## src/rtl/paint_pkg.sv

```systemverilog
// Shared paint-pipeline types: brush size codes, their pixel
// widths and the default visible screen geometry.
package paint_pkg;

   localparam int H_ACTIVE_DEFAULT = 640;
   localparam int V_ACTIVE_DEFAULT = 480;

   typedef enum logic [1:0] {
      SIZE_4  = 2'b00,
      SIZE_8  = 2'b01,
      SIZE_20 = 2'b10
   } size_t;

   function automatic logic [9:0] brush_width(
      input size_t size
   );
      case (size)
         SIZE_8:  brush_width = 10'd8;
         SIZE_20: brush_width = 10'd20;
         default: brush_width = 10'd4;
      endcase
   endfunction

   function automatic size_t next_size(
      input size_t size
   );
      case (size)
         SIZE_4:  next_size = SIZE_8;
         SIZE_8:  next_size = SIZE_20;
         default: next_size = SIZE_4;
      endcase
   endfunction

endpackage

```

## src/rtl/cursor_controller_if.sv

```systemverilog
// Button inputs and paint-state outputs of the cursor stage.
interface cursor_controller_if;

   logic       btn_up;
   logic       btn_down;
   logic       btn_left;
   logic       btn_right;
   logic       btn_size;
   logic       btn_layer;
   logic       btn_eraser;
   logic       btn_draw;
   logic       frame_tick;
   logic [9:0] cursor_x;
   logic [9:0] cursor_y;
   logic [1:0] cursor_size;
   logic       draw_layer1_en;
   logic       draw_layer2_en;
   logic       draw_layer3_en;
   logic       eraser;

   modport master (
      output btn_up, btn_down, btn_left, btn_right,
      output btn_size, btn_layer, btn_eraser, btn_draw,
      output frame_tick,
      input  cursor_x, cursor_y, cursor_size,
      input  draw_layer1_en, draw_layer2_en, draw_layer3_en,
      input  eraser
   );

   modport slave (
      input  btn_up, btn_down, btn_left, btn_right,
      input  btn_size, btn_layer, btn_eraser, btn_draw,
      input  frame_tick,
      output cursor_x, cursor_y, cursor_size,
      output draw_layer1_en, draw_layer2_en, draw_layer3_en,
      output eraser
   );

endinterface

```

## src/rtl/button_debounce.sv

```systemverilog
// Two-flop synchroniser plus stability counter for one raw button;
// emits the debounced level and a one-cycle pulse on its rising edge.
module button_debounce #(
   parameter int DEBOUNCE_CYCLES = 500000
) (
   input  logic clk,
   input  logic rst_n,
   input  logic raw,
   output logic level,
   output logic press
);

   localparam int CW = $clog2(DEBOUNCE_CYCLES + 1);
   localparam logic [CW-1:0] LAST = CW'(DEBOUNCE_CYCLES - 1);

   logic          meta;
   logic          sync;
   logic [CW-1:0] cnt;

   always_ff @(posedge clk or negedge rst_n) begin
      if (!rst_n) begin
         meta  <= 1'b0;
         sync  <= 1'b0;
         cnt   <= '0;
         level <= 1'b0;
         press <= 1'b0;
      end else begin
         meta  <= raw;
         sync  <= meta;
         press <= 1'b0;
         if (sync == level) begin
            cnt <= '0;
         end else if (cnt == LAST) begin
            cnt   <= '0;
            level <= sync;
            press <= sync;
         end else begin
            cnt <= cnt + 1'b1;
         end
      end
   end

endmodule

```

## src/rtl/cursor_controller.sv

```systemverilog
// Cursor stage: debounced buttons drive brush size, layer, eraser
// and frame-paced cursor motion clamped to the visible area.
module cursor_controller
   import paint_pkg::*;
#(
   parameter int H_ACTIVE        = H_ACTIVE_DEFAULT,
   parameter int V_ACTIVE        = V_ACTIVE_DEFAULT,
   parameter int DEBOUNCE_CYCLES = 500000,
   parameter int ACCEL_FRAMES    = 16,
   parameter int STEP_SLOW       = 1,
   parameter int STEP_FAST       = 4
) (
   input logic               clk,
   input logic               rst_n,
   cursor_controller_if.slave bus
);

   localparam int B_UP    = 0;
   localparam int B_DOWN  = 1;
   localparam int B_LEFT  = 2;
   localparam int B_RIGHT = 3;
   localparam int B_SIZE  = 4;
   localparam int B_LAYER = 5;
   localparam int B_ERASE = 6;
   localparam int B_DRAW  = 7;

   localparam int HW = $clog2(ACCEL_FRAMES + 1);
   localparam logic [HW-1:0] HOLD_MAX = HW'(ACCEL_FRAMES);

   logic [7:0]    raw;
   logic [7:0]    level;
   logic [7:0]    press;
   logic          unused_press;
   size_t         size;
   size_t         size_nxt;
   logic [2:0]    layer;
   logic          erase;
   logic [2:0]    draw_en;
   logic [9:0]    x;
   logic [9:0]    y;
   logic [9:0]    x_nxt;
   logic [9:0]    y_nxt;
   logic [9:0]    lim_x;
   logic [9:0]    lim_y;
   logic [2:0]    step;
   logic [HW-1:0] hold;
   logic          any_dir;
   logic          tick;

   assign raw = {bus.btn_draw, bus.btn_eraser,
                 bus.btn_layer, bus.btn_size,
                 bus.btn_right, bus.btn_left,
                 bus.btn_down, bus.btn_up};

   for (genvar i = 0; i < 8; i++) begin : g_btn
      button_debounce #(
         .DEBOUNCE_CYCLES(DEBOUNCE_CYCLES)
      ) u_db (
         .clk  (clk),
         .rst_n(rst_n),
         .raw  (raw[i]),
         .level(level[i]),
         .press(press[i])
      );
   end

   // Direction and draw buttons act on level only.
   assign unused_press = ^{press[B_DRAW], press[3:0]};

   function automatic logic [9:0] move_axis(
      input logic [9:0] pos,
      input logic       inc,
      input logic       dec,
      input logic [2:0] stp,
      input logic [9:0] lim
   );
      logic signed [10:0] p;
      p = $signed({1'b0, pos});
      if (inc && !dec)
         p = p + $signed({8'd0, stp});
      else if (dec && !inc)
         p = p - $signed({8'd0, stp});
      if (p < 11'sd0)
         p = 11'sd0;
      else if (p > $signed({1'b0, lim}))
         p = $signed({1'b0, lim});
      return p[9:0];
   endfunction

   assign tick    = bus.frame_tick;
   assign any_dir = |level[B_RIGHT:B_UP];

   // New size first, then motion, then one clamp against its width.
   always_comb begin
      size_nxt = press[B_SIZE] ? next_size(size) : size;
      lim_x = 10'(H_ACTIVE) - brush_width(size_nxt);
      lim_y = 10'(V_ACTIVE) - brush_width(size_nxt);
      step  = (hold < HOLD_MAX) ? 3'(STEP_SLOW)
                                : 3'(STEP_FAST);
      x_nxt = move_axis(x, tick & level[B_RIGHT],
                        tick & level[B_LEFT], step, lim_x);
      y_nxt = move_axis(y, tick & level[B_DOWN],
                        tick & level[B_UP], step, lim_y);
   end

   always_ff @(posedge clk or negedge rst_n) begin
      if (!rst_n) begin
         size    <= SIZE_4;
         layer   <= 3'b001;
         erase   <= 1'b0;
         draw_en <= 3'b000;
         x       <= '0;
         y       <= '0;
         hold    <= '0;
      end else begin
         size <= size_nxt;
         x    <= x_nxt;
         y    <= y_nxt;
         if (press[B_LAYER])
            layer <= {layer[1:0], layer[2]};
         if (press[B_ERASE])
            erase <= ~erase;
         draw_en <= level[B_DRAW] ? layer : 3'b000;
         if (!any_dir)
            hold <= '0;
         else if (tick && hold != HOLD_MAX)
            hold <= hold + 1'b1;
      end
   end

   assign bus.cursor_x       = x;
   assign bus.cursor_y       = y;
   assign bus.cursor_size    = size;
   assign bus.draw_layer1_en = draw_en[0];
   assign bus.draw_layer2_en = draw_en[1];
   assign bus.draw_layer3_en = draw_en[2];
   assign bus.eraser         = erase;

endmodule
```

## src/flat_wrapper.sv

```systemverilog
// flat-port wrapper written by rule: the top's interface ports become plain ports
module cursor_controller_flat import paint_pkg::*;
#(
   parameter int H_ACTIVE        = H_ACTIVE_DEFAULT,
   parameter int V_ACTIVE        = V_ACTIVE_DEFAULT,
   parameter int DEBOUNCE_CYCLES = 500000,
   parameter int ACCEL_FRAMES    = 16,
   parameter int STEP_SLOW       = 1,
   parameter int STEP_FAST       = 4
)
  (clk, rst_n, bus_btn_up, bus_btn_down, bus_btn_left, bus_btn_right, bus_btn_size, bus_btn_layer, bus_btn_eraser, bus_btn_draw, bus_frame_tick, bus_cursor_x, bus_cursor_y, bus_cursor_size, bus_draw_layer1_en, bus_draw_layer2_en, bus_draw_layer3_en, bus_eraser);
  cursor_controller_if bus_i ();
  input logic clk;
  input logic rst_n;
  input wire logic [$bits(bus_i.btn_up)-1:0] bus_btn_up;
  input wire logic [$bits(bus_i.btn_down)-1:0] bus_btn_down;
  input wire logic [$bits(bus_i.btn_left)-1:0] bus_btn_left;
  input wire logic [$bits(bus_i.btn_right)-1:0] bus_btn_right;
  input wire logic [$bits(bus_i.btn_size)-1:0] bus_btn_size;
  input wire logic [$bits(bus_i.btn_layer)-1:0] bus_btn_layer;
  input wire logic [$bits(bus_i.btn_eraser)-1:0] bus_btn_eraser;
  input wire logic [$bits(bus_i.btn_draw)-1:0] bus_btn_draw;
  input wire logic [$bits(bus_i.frame_tick)-1:0] bus_frame_tick;
  output wire logic [$bits(bus_i.cursor_x)-1:0] bus_cursor_x;
  output wire logic [$bits(bus_i.cursor_y)-1:0] bus_cursor_y;
  output wire logic [$bits(bus_i.cursor_size)-1:0] bus_cursor_size;
  output wire logic [$bits(bus_i.draw_layer1_en)-1:0] bus_draw_layer1_en;
  output wire logic [$bits(bus_i.draw_layer2_en)-1:0] bus_draw_layer2_en;
  output wire logic [$bits(bus_i.draw_layer3_en)-1:0] bus_draw_layer3_en;
  output wire logic [$bits(bus_i.eraser)-1:0] bus_eraser;
  assign bus_i.btn_up = bus_btn_up;
  assign bus_i.btn_down = bus_btn_down;
  assign bus_i.btn_left = bus_btn_left;
  assign bus_i.btn_right = bus_btn_right;
  assign bus_i.btn_size = bus_btn_size;
  assign bus_i.btn_layer = bus_btn_layer;
  assign bus_i.btn_eraser = bus_btn_eraser;
  assign bus_i.btn_draw = bus_btn_draw;
  assign bus_i.frame_tick = bus_frame_tick;
  assign bus_cursor_x = bus_i.cursor_x;
  assign bus_cursor_y = bus_i.cursor_y;
  assign bus_cursor_size = bus_i.cursor_size;
  assign bus_draw_layer1_en = bus_i.draw_layer1_en;
  assign bus_draw_layer2_en = bus_i.draw_layer2_en;
  assign bus_draw_layer3_en = bus_i.draw_layer3_en;
  assign bus_eraser = bus_i.eraser;
  cursor_controller #(.H_ACTIVE(H_ACTIVE), .V_ACTIVE(V_ACTIVE), .DEBOUNCE_CYCLES(DEBOUNCE_CYCLES), .ACCEL_FRAMES(ACCEL_FRAMES), .STEP_SLOW(STEP_SLOW), .STEP_FAST(STEP_FAST)) u_core (.clk(clk), .rst_n(rst_n), .bus(bus_i));
endmodule
```

## config.mk

```make
export PLATFORM = sky130hd
export DESIGN_NAME = cursor_controller_flat
export DESIGN_NICKNAME = d
export VERILOG_FILES = /design/src/rtl/paint_pkg.sv /design/src/rtl/cursor_controller_if.sv /design/src/rtl/button_debounce.sv /design/src/rtl/cursor_controller.sv /design/src/flat_wrapper.sv
export SDC_FILE = /design/constraint.sdc
export NUM_CORES = 1
export LEC_CHECK = 0
export CORE_MARGIN = 1.5
export CORE_UTILIZATION = 55
export CTS_BUF_LIST = sky130_fd_sc_hd__clkbuf_8 sky130_fd_sc_hd__clkbuf_16
export CTS_CLUSTER_DIAMETER = 120
export DETAILED_ROUTE_END_ITERATION = 8
export MAX_ROUTING_LAYER = met4
export PLACE_DENSITY = 0.73
export SETUP_SLACK_MARGIN = 0.05
export SLEW_MARGIN = 0
export SYNTH_ARGS = -nofsm -noshare
export SYNTH_HDL_FRONTEND = slang
export SYNTH_SLANG_ARGS = --single-unit
export TNS_END_PERCENT = 20
```

## constraint.sdc

```tcl
create_clock -name clk -period 8.1 [get_ports clk]
set_clock_uncertainty 0.2 [all_clocks]
set_input_delay 1.62 -clock clk [delete_from_list [all_inputs] [get_ports clk]]
set_output_delay 1.62 -clock clk [all_outputs]
set_load 0.02 [all_outputs]
```

==> results_dict.tcl <==
set metrics [dict create \
    rr_startpoint "u_core.hold[4]" \
    rsz0062_at_grt "false" \
    die_h_um 142 \
    status "completed" \
    fin_crit_ns 5.00 \
    ioPinCount 37 \
    path_max_fanout 15 \
    setup_ws_ns 3.10 \
    ys_seq_elements 213 \
    antenna_found_initial 0 \
    crit_slowest_cell "clkdlybuf4s50_1" \
    antenna_left 0 \
    hold_path_class "reg -> reg" \
    grt_overflow 0 \
    synth_edf_count 0 \
    initial_core_util 0.565 \
    synth.avg_cell_area_um2 9.89 \
    clk_latency_ns 0.51 \
    cp.required_ns 8.33 \
    clk_transition_reported_paths_ns 0.06 \
    cts-resized-gates 0 \
    grt_max_degree 93 \
    final_layout_size_suffix_gt1_frac 0.0741 \
    cap_violations 0 \
    drt-pass1-iter-count 5 \
    nFillCells 1586 \
    place_congestion 0.887 \
    synth_top_cell_area_share 0.497 \
    ys_top_cells_by_area "dfrtp_1 50%, nor2_1 7.1%, xor2_1 6.8%, xnor2_1 5.6%, ha_1 4.1%" \
    synthCells 1078 \
    cts_tree "built" \
    drt_wl_total_um 19400 \
    yosysSeqAreaShare 0.500 \
    area_growth_pct 13.4 \
    cts_setup_buffers 0 \
    dp_hpwl_um 13000 \
    ys_types 72 \
    maxSlewHeadroom 0.482 \
    fmax_mhz 200 \
    postSynth.asyncResetShare 1.00 \
    timing.final.hold_violations 0 \
    vias 7540 \
    yosys.area.top_type "dfrtp_1" \
    avgRoutedWirePerCell_um 14.0 \
    first_global_vias 7495 \
    holdCritStartpoint "u_core.g_btn[6].u_db.meta" \
    slew_violations 0 \
    power_density_mw_per_mm2 195 \
    drtIter0Drc 443 \
    cts_buffers 23 \
    die_x_um 142 \
    holdWs_ns 0.153 \
    finalSetupViolCount 0 \
    htree_levels 1 \
    setup_tns_ns 0 \
    nNetsFinal 1162 \
    arrival_ns 5.23 \
    worst_setup_path_start_kind "input port" \
    io_buffers 36 \
    yosys_warnings 0 \
    crit_start "bus_frame_tick" \
    core_area_mm2 0.0189 \
    holdBufCountCts 0 \
    cp_cell_sequence "clkdlybuf4s50_1 -> and3b_1 -> o21ai_0 -> mux2_2 -> xnor2_1 -> ha_1 -> nand3_1 -> a311oi_1 -> or4bb_1 -> a41oi_2 -> mux2_1 -> nor2_1" \
    synth_area_mm2 0.0107 \
    ctsLongestPathBuffers 3 \
    drcViolationCount 0 \
    tightest_slew_ns 0.771 \
    p_leak_nw 5.25 \
    cpPeakStageDelay_ns 0.76 \
    grt_pass1_wl_um 34500 \
    peakVddDrop_mv 0.177 \
    cts_root_buf "clkbuf_16" \
    end_kind "register" \
    finalCritPeriodShare 0.618 \
    cts_sinks 213 \
    r2r_slack_ns 4.14 \
    placementRows 50 \
    viasPerCell 5.41 \
    criticalPathCategory "in -> reg" \
    grt_util_all_layers 0.210 \
    ys.flop_type "dfrtp_1" \
    die_area_mm2 0.0202 \
    diodes 0 \
    pre_cts_slack_ns 2.64 \
]
==> path summary, 6_finish.rpt <==
check / end / cells past startpoint
min reg2reg: u_core.g_btn[6].u_db.sync / 0
max: u_core.bus.cursor_y[2] / 12
min in group asynchronous: u_core.bus.cursor_x[8] / 1
max in group asynchronous: u_core.g_btn[5].u_db.press / 2
min: u_core.g_btn[6].u_db.sync / 0
max reg2reg: u_core.bus.cursor_y[2] / 14
==> metrics by stage <==
| step | power [mW] | area, µm² | utilization | cells |
|---|---|---|---|---|
| 6_report | 2.36 | 12100 | 0.640 | 1393 |
| 5_1_grt | 2.46 | 12100 | 0.640 | 1393 |
| 4_1_cts | 2.39 | 12100 | 0.640 | 1393 |
| 3_5_place_dp | 1.26 | 11300 | 0.596 | 1351 |
| 3_3_place_gp | 1.26 | 11300 | 0.596 | 1351 |
| 2_1_floorplan | 1.21 | 10700 | - | 1079 |
==> cells in the mapped netlist (all sizes together) (3+ instances only) <==
master,count
a2111oi,4
and2,8
or2,13
nand3,60
xor2,83
nand3b,9
o31ai,3
nor3,17
xnor2,69
a21oi,23
o22ai,7
nand4,23
ha,35
mux2i,5
dfrtp,212
or3,12
o2111ai,3
nor4b,5
a22oi,5
nor2,202
nor4,14
nor2b,7
nand2b,5
and3,28
inv,35
o21ai,18
nand2,75
buf,7
clkbuf,19
a211oi,3
a31oi,3
and4,10
mux2,13
and3b,7
==> state kept, by name (all words and copies together), names as in the netlist, 2 cells and up <==
name and count:
u_core.g_btn.u_db.press 3, u_core.draw_en 3, u_core.g_btn.u_db.level 8, u_core.g_btn.u_db.meta 8, u_core.hold 5, u_core.bus.cursor_size 2, u_core.bus.cursor_x 10, u_core.g_btn.u_db.cnt 152
u_core.layer 3, u_core.bus.cursor_y 10, u_core.g_btn.u_db.sync 8
==> critical path: cells and delay by family <==
family                     cells  cell delay, ns
AOI/OAI and AO/OA              3            0.67
buffers and inverters          1            0.76
and+or+nand+nor                4            1.01
xor gates and xnor gates       1            0.17
muxes                          2            0.66
adders and majority gates      1            0.32
==> layout by cell type, fill, tap and decap left out, types with 7 or more instances in the layout <==
master and instances:
and3_1 27, mux2_2 12, xor2_1 83, or3_1 11
or2_2 13, nand4_1 23, nand3_1 60, ha_1 35
nor2_1 202, a21oi_1 23, nor3_1 17, o21ai_0 18
and3b_1 7, nor2b_1 7, dfrtp_1 212, inv_1 35
clkdlybuf4s50_1 35, clkbuf_16 23, xnor2_1 68, and2_1 8
o22ai_1 7, and4_1 9, nand2_1 75, nor4_1 14
nand3b_1 9
==> per-layer routing <==
layer / vias to the layer above / global-route usage / share of wire
met3: 27 / 0.0330 / 0.041
li1: 3760 / - / -
met4: 0 / 0.0461 / 0.016
met5: - / - / 0
met2: 129 / 0.342 / 0.47
met1: 3624 / 0.280 / 0.48
==> area by class of cell <==
| cell class | instances | area [µm²] | share of cell area |
|---|---|---|---|
| Timing Repair Buffer | 38 | 380 | 0.0315 |
| Tap cell | 260 | 325 | 0.0269 |
| Inverter | 35 | 131 | 0.0109 |
| Clock buffer | 25 | 603 | 0.0499 |
| Multi-Input combinational cell | 805 | 5100 | 0.422 |
| Clock inverter | 17 | 221 | 0.0183 |
| Sequential cell | 213 | 5330 | 0.441 |
==> report_power, final <==
part | switching, mW | internal (mW) | total [mW]
registers | 0.0235 | 1.08 | 1.11
logic | 0.0820 | 0.0519 | 0.134
clock network | 0.444 | 0.677 | 1.12
==> kinds of logic after synthesis <==
| group | share of synthesized area |
|---|---|
| AND/OR/NAND/NOR | 0.236 |
| XOR/XNOR | 0.126 |
| AO/OA/AOI/OAI | 0.0562 |
| flip-flops | 0.500 |
| buffers and inverters | 0.0225 |
| multiplexers | 0.0184 |
| other | 0.000352 |
| adder cells (fa/ha/maj) | 0.0411 |
Note: power is estimated with default switching activity, not from simulation.
